`config.mk`:
```
export PLATFORM = sky130hd
export DESIGN_NAME = sp_cmp_writeback
export DESIGN_NICKNAME = d
export VERILOG_FILES = /design/src/rtl/fpu_pkg.sv /design/src/rtl/sync_fifo.sv /design/src/rtl/sp_cmp_writeback.sv
export SDC_FILE = /design/constraint.sdc
export NUM_CORES = 1
export LEC_CHECK = 0
export ABC_AREA = 1
export BUFFER_PORTS_ARGS = -buffer_cell sky130_fd_sc_hd__buf_2
export CAP_MARGIN = 15
export CORE_MARGIN = 4
export CORE_UTILIZATION = 53
export CTS_BUF_LIST = sky130_fd_sc_hd__clkbuf_16
export CTS_CLUSTER_DIAMETER = 80
export CTS_CLUSTER_SIZE = 8
export DETAILED_ROUTE_END_ITERATION = 10
export GPL_ROUTABILITY_DRIVEN = 0
export PLACE_DENSITY = 0.81
export SETUP_SLACK_MARGIN = 0.15
export SLEW_MARGIN = 20
export SYNTH_ARGS = -nofsm -noshare
export SYNTH_HDL_FRONTEND = slang
export SYNTH_HIERARCHICAL = 1
export SYNTH_SLANG_ARGS = --single-unit
```
`constraint.sdc`:
```
create_clock -name clk -period 3.2 [get_ports clk]
set_input_delay 0.16 -clock clk [delete_from_list [all_inputs] [get_ports clk]]
set_output_delay 0.16 -clock clk [all_outputs]
set_load 0.01 [all_outputs]
```
`src/rtl/fpu_pkg.sv`:
```
// Shared FPU definitions: exception flag bit positions, compare codes
// and the compare-result queue entry layout.
package fpu_pkg;

  localparam int FFLAG_NV = 4;
  localparam int FFLAG_DZ = 3;
  localparam int FFLAG_OF = 2;
  localparam int FFLAG_UF = 1;
  localparam int FFLAG_NX = 0;

  localparam logic [2:0] CMP_LE = 3'b000;
  localparam logic [2:0] CMP_LT = 3'b001;
  localparam logic [2:0] CMP_EQ = 3'b010;

  localparam int CMP_RD_W = 5;

  typedef struct packed {
    logic [CMP_RD_W-1:0] rd;
    logic                cmp;
    logic                invalid;
  } cmp_entry_t;

  function automatic cmp_entry_t mk_entry(
    input logic [CMP_RD_W-1:0] rd,
    input logic                cmp,
    input logic                invalid
  );
    cmp_entry_t e;
    e.rd      = rd;
    e.cmp     = cmp;
    e.invalid = invalid;
    return e;
  endfunction

endpackage

```
`src/rtl/sync_fifo.sv`:
```
// Count-based synchronous FIFO with flush, shared by the FPU
// writeback stages.
module sync_fifo #(
  parameter int W     = 8,
  parameter int DEPTH = 2
) (
  input  logic         clk,
  input  logic         rst_n,
  input  logic         flush,
  input  logic         push,
  input  logic         pop,
  input  logic [W-1:0] wdata,
  output logic [W-1:0] rdata,
  output logic         full,
  output logic         empty
);

  localparam int AW = (DEPTH > 1) ? $clog2(DEPTH) : 1;
  localparam int CW = $clog2(DEPTH) + 1;

  logic [W-1:0]  mem [DEPTH];
  logic [AW-1:0] wr_ptr;
  logic [AW-1:0] rd_ptr;
  logic [CW-1:0] count;
  logic          do_push;
  logic          do_pop;

  assign full    = (count == CW'(DEPTH));
  assign empty   = (count == '0);
  assign do_push = push & ~full;
  assign do_pop  = pop & ~empty;
  assign rdata   = mem[rd_ptr];

  // Storage is written only on an accepted push, so idle inputs
  // never disturb queued entries.
  always_ff @(posedge clk) begin
    if (do_push) mem[wr_ptr] <= wdata;
  end

  always_ff @(posedge clk or negedge rst_n) begin
    if (!rst_n) begin
      wr_ptr <= '0;
      rd_ptr <= '0;
      count  <= '0;
    end else if (flush) begin
      wr_ptr <= '0;
      rd_ptr <= '0;
      count  <= '0;
    end else begin
      if (do_push) wr_ptr <= wr_ptr + AW'(1);
      if (do_pop)  rd_ptr <= rd_ptr + AW'(1);
      unique case ({do_push, do_pop})
        2'b10:   count <= count + CW'(1);
        2'b01:   count <= count - CW'(1);
        default: count <= count;
      endcase
    end
  end

endmodule

```
`src/rtl/sp_cmp_writeback.sv`:
```
// Single-precision compare writeback stage: queues compare results,
// retires them to the integer register file and accrues NV.
module sp_cmp_writeback
  import fpu_pkg::*;
#(
  parameter int DEPTH = 2,
  parameter int RD_W  = 5,
  parameter int XLEN  = 32,
  parameter int CNT_W = 16
) (
  input  logic             clk,
  input  logic             rst_n,
  input  logic             in_valid,
  output logic             in_ready,
  input  logic             in_flag_cmp,
  input  logic             in_flag_invalid,
  input  logic [RD_W-1:0]  in_rd,
  input  logic             flush,
  output logic             wb_valid,
  input  logic             wb_ready,
  output logic             wb_we,
  output logic [RD_W-1:0]  wb_rd,
  output logic [XLEN-1:0]  wb_data,
  input  logic             csr_fflags_we,
  input  logic [4:0]       csr_fflags_wdata,
  output logic [4:0]       fflags,
  output logic [CNT_W-1:0] retired_cnt
);

  // Entry layout {rd, cmp, invalid}, same order as cmp_entry_t.
  localparam int EW = RD_W + 2;

  logic [EW-1:0] wr_entry;
  logic [EW-1:0] hd_entry;
  logic          full;
  logic          empty;
  logic          push;
  logic          pop;
  logic          set_nv;
  logic [4:0]    fflags_d;

  assign wr_entry = {in_rd, in_flag_cmp, in_flag_invalid};
  assign in_ready = ~full;
  assign push     = in_valid & in_ready;
  assign wb_valid = ~empty;
  assign pop      = wb_valid & wb_ready;

  sync_fifo #(
    .W     (EW),
    .DEPTH (DEPTH)
  ) u_fifo (
    .clk   (clk),
    .rst_n (rst_n),
    .flush (flush),
    .push  (push),
    .pop   (pop),
    .wdata (wr_entry),
    .rdata (hd_entry),
    .full  (full),
    .empty (empty)
  );

  assign wb_rd   = empty ? '0 : hd_entry[EW-1:2];
  assign wb_data = {{(XLEN-1){1'b0}}, ~empty & hd_entry[1]};
  assign wb_we   = wb_valid & (wb_rd != '0);
  assign set_nv  = pop & hd_entry[0];

  // A retiring invalid op wins over a coincident CSR clear of NV.
  always_comb begin
    fflags_d = csr_fflags_we ? csr_fflags_wdata : fflags;
    if (set_nv) fflags_d[FFLAG_NV] = 1'b1;
  end

  always_ff @(posedge clk or negedge rst_n) begin
    if (!rst_n) begin
      fflags      <= '0;
      retired_cnt <= '0;
    end else begin
      fflags <= fflags_d;
      if (pop) retired_cnt <= retired_cnt + CNT_W'(1);
    end
  end

endmodule

```
==> summary.txt, run 1 <==
Status -> finished clean
Post-CTS Setup Inserts -> 0
Die area -> 5104 um2
Largest net degree at the start of global routing -> 26
Clock share of power -> 30.7%
FFs w/ async S/R, synth -> 64.10%
Starting Density -> 56.57%
Fraction of layout cells with a size suffix above 1 -> 26.39%
Synth Area in Simple Gates -> 24.87%
Place WS -> 1352 ps
Commonest non-fill, non-tap cell in the layout -> nand2_1
Commonest non-fill, non-tap cells in the layout -> nand2_1, buf_2, conb_1, inv_1, dfrtp_1
GRT Total Usage -> 15.39%
Post-synthesis mux area share -> 2.581%
Die Ht -> 71.45 um
Cell count after synthesis -> 235
Crit path DAT -> 1880 ps
Post-synth top area cell -> dfrtp_1
#FFs+latches synth -> 39
Netlist cell types -> 33
FP Rows -> 22
Peak VDD IR -> 430.5 uV
Psw -> 0.5258 mW
Number of global-route vias before repair -> 1311
MaxCap Viol Count -> 0
Pwr per Cell Area -> 640.1 nW/um2
Grt ovf -> 0
P_leak -> 1.316 nW
Ys flop type -> dfrtp_1
Antenna Diode Count -> 0
CTS sink cnt -> 39
Vias -> 1527
Slew @ Worst Pin -> 621.1 ps
CTS root buf -> clkbuf_16
CTS buffer count -> 5
FILL cells -> 329
Clk_lat worst skew -> 280 ps
Largest cells by area after synthesis -> dfrtp_1, edfxtp_1, buf_4, nand2_1, inv_1
DRC viols -> 0
Post-synth EDFFs -> 14
CP Capture Type -> primary output
Min cycle time layout -> 2040 ps
IO Pins -> 79
Net Sw Frac -> 33.50%
CTS resizes -> 0
Setup TNS -> 0 ps
CP required -> 3040 ps
Max Clk Rate -> 490.3 MHz
DP HPWL -> 2847 um
Initial antenna violation count -> 0
CTS tree -> built
First-pass GRT wire length -> 6072 um
Sequential fraction of the synthesis area -> 49.03%
Worst Hold Class -> primary input to flop
Top-area cell type share of the netlist area -> 29.33%
Avg Cell Area, Syn -> 9.078 um2
Crit Path Category -> flop to primary output
Max Slew Vio Count -> 0
Largest family of logic cells by synthesized area -> simple AND/OR/NAND/NOR gates
Final setup skew -> 4.024 ps
Clock tree buffer depth -> 2
Final #Nets -> 306
Post-Syn Area -> 2133 um2
Drt wl/cell -> 10.88 um
Area fraction in compound gates after synthesis -> 1.349%
Clock slew at reported path FFs -> 60 ps
Total number of yosys warnings -> 6
Syn-to-layout area delta -> 14.96%
Worst Slack Setup Final -> 1160 ps
Routed Antenna Nets -> 0
Post-Route WL -> 3655 um
Final hold violations -> 0
Register share of total power -> 42.4%
Die X -> 71.45 um
Comb pwr share -> 26.9%
P_int -> 1.044 mW
CORE AREA -> 3771 um2
H-tree depth -> 2
Drt first pass iters -> 4
RSZ-0062 raised after global routing -> false
Iteration-0 DRC Markers -> 37
Setup violators final -> 0
DR vias/cell -> 4.545
Worst relative slew slack -> 58.44%
Fin crit share -> 63.74%
IO buf count -> 47
Adder-cell area share of the yosys netlist -> 0.5865%
CP Max Fanout -> 7
Xor/xnor share of the synthesized area -> 4.516%
Crit start category -> flop
==> Yosys cell counts (2+ instances only) <==
| cell type | count |
|---|---|
| buf_4 | 31 |
| o21ai_0 | 2 |
| nand3_1 | 8 |
| nand3b_1 | 2 |
| mux2_2 | 4 |
| edfxtp_1 | 14 |
| nand2_1 | 62 |
| xor2_1 | 7 |
| nor2_1 | 19 |
| inv_1 | 25 |
| nand4_1 | 5 |
| xnor2_1 | 4 |
| dfrtp_1 | 25 |
| nand2_2 | 4 |
| nor2_4 | 3 |
| nor2_2 | 2 |
| inv_2 | 2 |
==> routing by layer <==
metal / global-route usage, % / vias up / part of all wire, %
li1: - / 776 / -
met1: 19.31 / 689 / 42
met2: 24.08 / 58 / 48
met3: 5.610 / 4 / 8.8
met4: 6.263 / 0 / 1.3
met5: 0 / - / 0
==> repair_timing <==
action,in CTS,in global routing
endpoints found under the hold margin,25,0
setup endpoints to repair,0,0
hold buffers,1,0
==> through the flow <==
| stage | instance area [um2] | instances | hold WS [ps] | utilization (%) | total power [mW] |
|---|---|---|---|---|---|
| after floorplan | 2246 | 265 | -135.6 | - | 0.9879 |
| after global placement | 2292 | 327 | 186.3 | 60.78 | 1.091 |
| after detailed placement | 2292 | 327 | 184.9 | 60.78 | 1.101 |
| after CTS | 2452 | 336 | 58.07 | 65.03 | 1.592 |
| after global routing | 2452 | 336 | 50.42 | 65.03 | 1.676 |
| final | 2452 | 336 | 64.69 | 65.03 | 1.570 |
==> state kept, by name (all words and copies together), names as in the netlist <==
register       cells
fflags             5
retired_cnt       16
u_fifo/count       2
u_fifo/mem        14
u_fifo/rd_ptr      1
u_fifo/wr_ptr      1
==> logic make-up after synthesis <==
| family | Yosys count |
|---|---|
| compound gates | 5 |
| xor+xnor | 11 |
| fa+ha+maj | 1 |
| buf+inv | 62 |
| flops | 39 |
| mux | 5 |
| other cells | 1 |
| simple gates | 111 |
==> power by group through the flow <==
| stage | combinational (mW) | sequential (mW) | clock (mW) |
|---|---|---|---|
| 2_1_floorplan | 0.315 | 0.673 | 0 |
| 6_report | 0.423 | 0.666 | 0.481 |
| 3_3_place_gp | 0.419 | 0.672 | 0 |
| 5_1_grt | 0.479 | 0.678 | 0.519 |
| 3_5_place_dp | 0.425 | 0.675 | 0 |
| 4_1_cts | 0.428 | 0.667 | 0.496 |
==> worst max-delay path: stages, from the launching register on <==
cell and delay, ps:
dfrtp_1 460, nor2_1 510, nor2_1 130, nor4_1 290, nand2_1 70, buf_2 140
==> cell type report <==
type	instances	area, um2	area share (%)
inverters	29	111.4	4.541
flip-flops and latches	39	1046	42.65
well taps	48	60.06	2.449
multi-input cells	164	839.6	34.23
clock buffers	5	125.1	5.102
clock inverters	3	25.02	1.020
repair buffers	48	245.2	10.00
==> worst paths after layout <==
kind                                       from               end  slack [ps]  cells after the start
max in group asynchronous                 rst_n   retired_cnt[15]        2410                      2
worst max register to register  u_fifo/count[1]   u_fifo/count[0]        1320                      9
min in group asynchronous                 rst_n   retired_cnt[12]         420                      2
worst min-delay path                   in_rd[3]  u_fifo/mem[0][5]          60                      1
worst max-delay path            u_fifo/count[1]             wb_we        1160                      5
worst min register to register  retired_cnt[15]   retired_cnt[15]         480                      2
No activity file was read; power rests on OpenSTA's default activity.
==> run 2, diff against run 1 <==
--- a/config.mk
+++ b/config.mk
@@ -5,17 +5,17 @@
 export SDC_FILE = /design/constraint.sdc
 export NUM_CORES = 1
 export LEC_CHECK = 0
-export ABC_AREA = 1
+export ABC_AREA = 0
 export BUFFER_PORTS_ARGS = -buffer_cell sky130_fd_sc_hd__buf_2
 export CAP_MARGIN = 15
 export CORE_MARGIN = 4
-export CORE_UTILIZATION = 53
+export CORE_UTILIZATION = 43
 export CTS_BUF_LIST = sky130_fd_sc_hd__clkbuf_16
 export CTS_CLUSTER_DIAMETER = 80
 export CTS_CLUSTER_SIZE = 8
 export DETAILED_ROUTE_END_ITERATION = 10
 export GPL_ROUTABILITY_DRIVEN = 0
-export PLACE_DENSITY = 0.81
+export PLACE_DENSITY = 0.71
 export SETUP_SLACK_MARGIN = 0.15
 export SLEW_MARGIN = 20
 export SYNTH_ARGS = -nofsm -noshare
==> constraint.sdc (replaced) <==
create_clock -name clk -period 1.69 [get_ports clk]
set_input_delay 0.0845 -clock clk [delete_from_list [all_inputs] [get_ports clk]]
set_output_delay 0.0845 -clock clk [all_outputs]
set_load 0.01 [all_outputs]
==> run 2 against run 1 <==
Compared with the run above: non-clock buffer count up 15; die area up 10%; sequential share of layout area up 0.066 points; the flow now finishes with violations (negative setup slack); routed wire length down 0.79%.
==> summary.txt, run 2 <==
CP delay by family, top -> simple AND/OR/NAND/NOR gates (unchanged)
Worst Hold Class -> primary input to flop (unchanged)
Utilization after layout -> 56.44% (was 65.03%)
Drt first pass iters -> 4 (unchanged)
Max Slew Vio Count -> 0 (unchanged)
Total number of yosys warnings -> 6 (unchanged)
Area post-placement -> 2180 um2 (was 2292 um2)
Storage cell area -> 1050 um2 (was 1046 um2)
FFs w/ async S/R, synth -> 64.10% (unchanged)
CP max-delay cell -> dfrtp_2 (was nor2_1)
Top-area cell type share of the netlist area -> 32.32% (was 29.33%)
Clock slew at reported path FFs -> 50 ps (was 60 ps)
H-tree depth -> 2 (unchanged)
CP Capture Type -> primary output (unchanged)
Sequential fraction of the synthesis area -> 54.04% (was 49.03%)
Clock tree buffer depth -> 2 (unchanged)
Reg2Reg Setup Slack -> 80 ps (was 1320 ps)
Die area -> 5639 um2 (was 5104 um2)
CTS sink cnt -> 39 (unchanged)
Crit path cell chain -> mux2_4, and2b_1, nor4_2, nand2b_1, buf_2 (was nor2_1, nor2_1, nor4_1, nand2_1, buf_2)
Largest cells by area after synthesis -> dfrtp_1, edfxtp_1, buf_4, mux2_2, xnor2_1 (was dfrtp_1, edfxtp_1, buf_4, nand2_1, inv_1)
Worst Slack Setup Final -> -154.0 ps (was 1160 ps)
Area of the multi-input gates -> 802.0 um2 (was 839.6 um2)
#FFs+latches synth -> 39 (unchanged)
Worst relative slew slack -> 62.32% (was 58.44%)
Final setup skew -> 2.309 ps (was 4.024 ps)
Top-count cell post-synth -> buf_4 (was nand2_1)
Post-Syn Area -> 1936 um2 (was 2133 um2)
Regs by FF count -> retired_cnt x16, u_fifo/mem x14, fflags x5 (unchanged)
CP Max Fanout -> 6 (was 7)
Post-synth EDFFs -> 14 (unchanged)
Failing checks -> negative setup slack
Non-Filler Instances -> 276 (was 336)
Fraction of layout cells with a size suffix above 1 -> 42.86% (was 26.39%)
GRT Total Usage -> 13.64% (was 15.39%)
Routed Antenna Nets -> 0 (unchanged)
IO Pins -> 79 (unchanged)
DRC viols -> 0 (unchanged)
Die X -> 75.09 um (was 71.45 um)
Cell count after synthesis -> 156 (was 235)
CTS tree -> built (unchanged)
P_leak -> 1.218 nW (was 1.316 nW)
Starting Density -> 44.45% (was 56.57%)
Die Ht -> 75.09 um (was 71.45 um)
Iteration-0 DRC Markers -> 40 (was 37)
RSZ-0062 raised after global routing -> true (was false)
Slew @ Worst Pin -> 565.1 ps (was 621.1 ps)
Initial antenna violation count -> 0 (unchanged)
Setup TNS -> -154.0 ps (was 0 ps)
Commonest non-fill, non-tap cells in the layout -> buf_2, conb_1, dfrtp_1, edfxtp_1, xnor2_1 (was nand2_1, buf_2, conb_1, inv_1, dfrtp_1)
Peak VDD IR -> 459.6 uV (was 430.5 uV)
Final #Nets -> 242 (was 306)
Ys flop type -> dfrtp_1 (unchanged)
Commonest non-fill, non-tap cell in the layout -> buf_2 (was nand2_1)
DR vias/cell -> 4.598 (was 4.545)
Pwr per Cell Area -> 1097 nW/um2 (was 640.1 nW/um2)
Final instance area -> 2457 um2 (was 2452 um2)
Min cycle time layout -> 1844 ps
IO buf count -> 47 (unchanged)
Post-synth top area cell -> dfrtp_1 (unchanged)
CTS buffer count -> 5 (unchanged)
Vias -> 1269 (was 1527)
Drt wl/cell -> 13.14 um (was 10.88 um)
Post-Route WL -> 3626 um (was 3655 um)
CP max stage delay -> 460 ps (was 510 ps)
CORE AREA -> 4354 um2 (was 3771 um2)
Crit path DAT -> 1760 ps (was 1880 ps)
FP Rows -> 24 (was 22)
Crit start category -> flop (unchanged)
Max FFs per register -> 16 (unchanged)
Final hold violations -> 0 (unchanged)
Fin crit share -> 109.1%
Synth top cells by count -> buf_4, dfrtp_1, edfxtp_1 (was nand2_1, buf_4, dfrtp_1, inv_1, nor2_1)
Antenna Diode Count -> 0 (unchanged)
Number of global-route vias before repair -> 1219 (was 1311)
Setup violators final -> 1 (was 0)
Netlist cell types -> 35 (was 33)
Grt ovf -> 0 (unchanged)
Most flops, register -> retired_cnt (unchanged)
Syn-to-layout area delta -> 26.96% (was 14.96%)
CP required -> 1610 ps (was 3040 ps)
CP Buf/Inv Count -> 1 (unchanged)
FILL cells -> 363 (was 329)
Avg Cell Area, Syn -> 12.41 um2 (was 9.078 um2)
Inst Count DP -> 257 (was 327)
Max Clk Rate -> 542.3 MHz
Clk_lat worst skew -> 270 ps (was 280 ps)
CTS root buf -> clkbuf_16 (unchanged)
MaxCap Viol Count -> 0 (unchanged)
Crit Path Category -> flop to primary output (unchanged)
Largest net degree at the start of global routing -> 26 (unchanged)
Status -> finished with violations (was finished clean)
First-pass GRT wire length -> 5727 um (was 6072 um)
==> run 2: changes by cell type in the layout (fill, tap and decap cells not counted), sizes merged, moves of 2 or more <==
cell         change
nor2b            +6
inv             -23
xnor2            +8
nor2            -20
xor2             -3
mux2             +8
nand2           -63
and2b            +4
dlygate4sd3      +3
nand3            -2
nand4            -2
buf             +12
==> run 2: per-stage QoR <==
step	hold WS, ps	power, mW	worst slack [ps]
CTS	0.3831	2.707	-121.0
detailed placement	116.6	1.793	36.25
finish	2.249	2.696	-154.0
floorplan	-211.1	1.590	145.9
global placement	104.9	1.769	67.60
global route	2.781	2.852	-225.3
==> run 2: power by group <==
part           internal (mW)  total, mW  leakage, nW  switching (mW)
clock network          0.537      0.866       0.0733           0.329
logic                  0.304      0.650        0.696           0.346
registers               1.10       1.18        0.449          0.0823
total                   1.94       2.70         1.22           0.758
==> run 2: repair_timing <==
| item | in CTS | in global routing |
|---|---|---|
| setup buffers | 5 | 2 |
| endpoints found under the setup margin | 19 | 21 |
| hold buffers | 4 | 0 |
| endpoints found under the hold margin | 31 | 0 |
| pin swaps | 1 | 4 |
| gates resized for setup | 7 | 5 |
==> run 2: cells by family (layout without fill, tap and decap cells) <==
family / count (synthesis) / count (layout) / share of synthesized area, %
adders and majority gates: 1 / 1 / 0.6463
buffers and inverters: 38 / 76 / 13.51
muxes: 12 / 12 / 6.981
AOI/OAI and AO/OA: 8 / 8 / 2.521
DFF: 39 / 39 / 54.04
xor gates and xnor gates: 16 / 16 / 7.240
and+or+nand+nor: 41 / 41 / 14.87
other: 1 / 31 / 0.1937
==> run 2: metal layers <==
layer	vias to the layer above	GRT usage, %	wire length, um
met5	-	0	0
met4	0	4.941	42
met3	4	4.272	277
met2	48	21.86	1931
met1	607	17.39	1374
li1	610	-	-
==> run 2: worst paths after layout <==
kind / cells after the start / startpoint / endpoint
worst min-delay path: 1 / in_rd[1] / u_fifo/mem[1][3]
min in group asynchronous: 2 / rst_n / retired_cnt[9]
worst max-delay path: 5 / u_fifo/rd_ptr / wb_we
worst max register to register: 5 / u_fifo/count[1] / u_fifo/mem[0][3]
worst min register to register: 1 / retired_cnt[15] / retired_cnt[15]
max in group asynchronous: 2 / rst_n / u_fifo/count[0]
==> run 2: layout make-up <==
class | instances | area share (%)
Inverter | 5 | 0.9674
Tap cell | 52 | 2.648
Sequential cell | 39 | 42.72
Clock inverter | 3 | 0.6110
Multi-Input combinational cell | 109 | 32.64
Clock buffer | 5 | 5.092
Timing Repair Buffer | 63 | 15.33
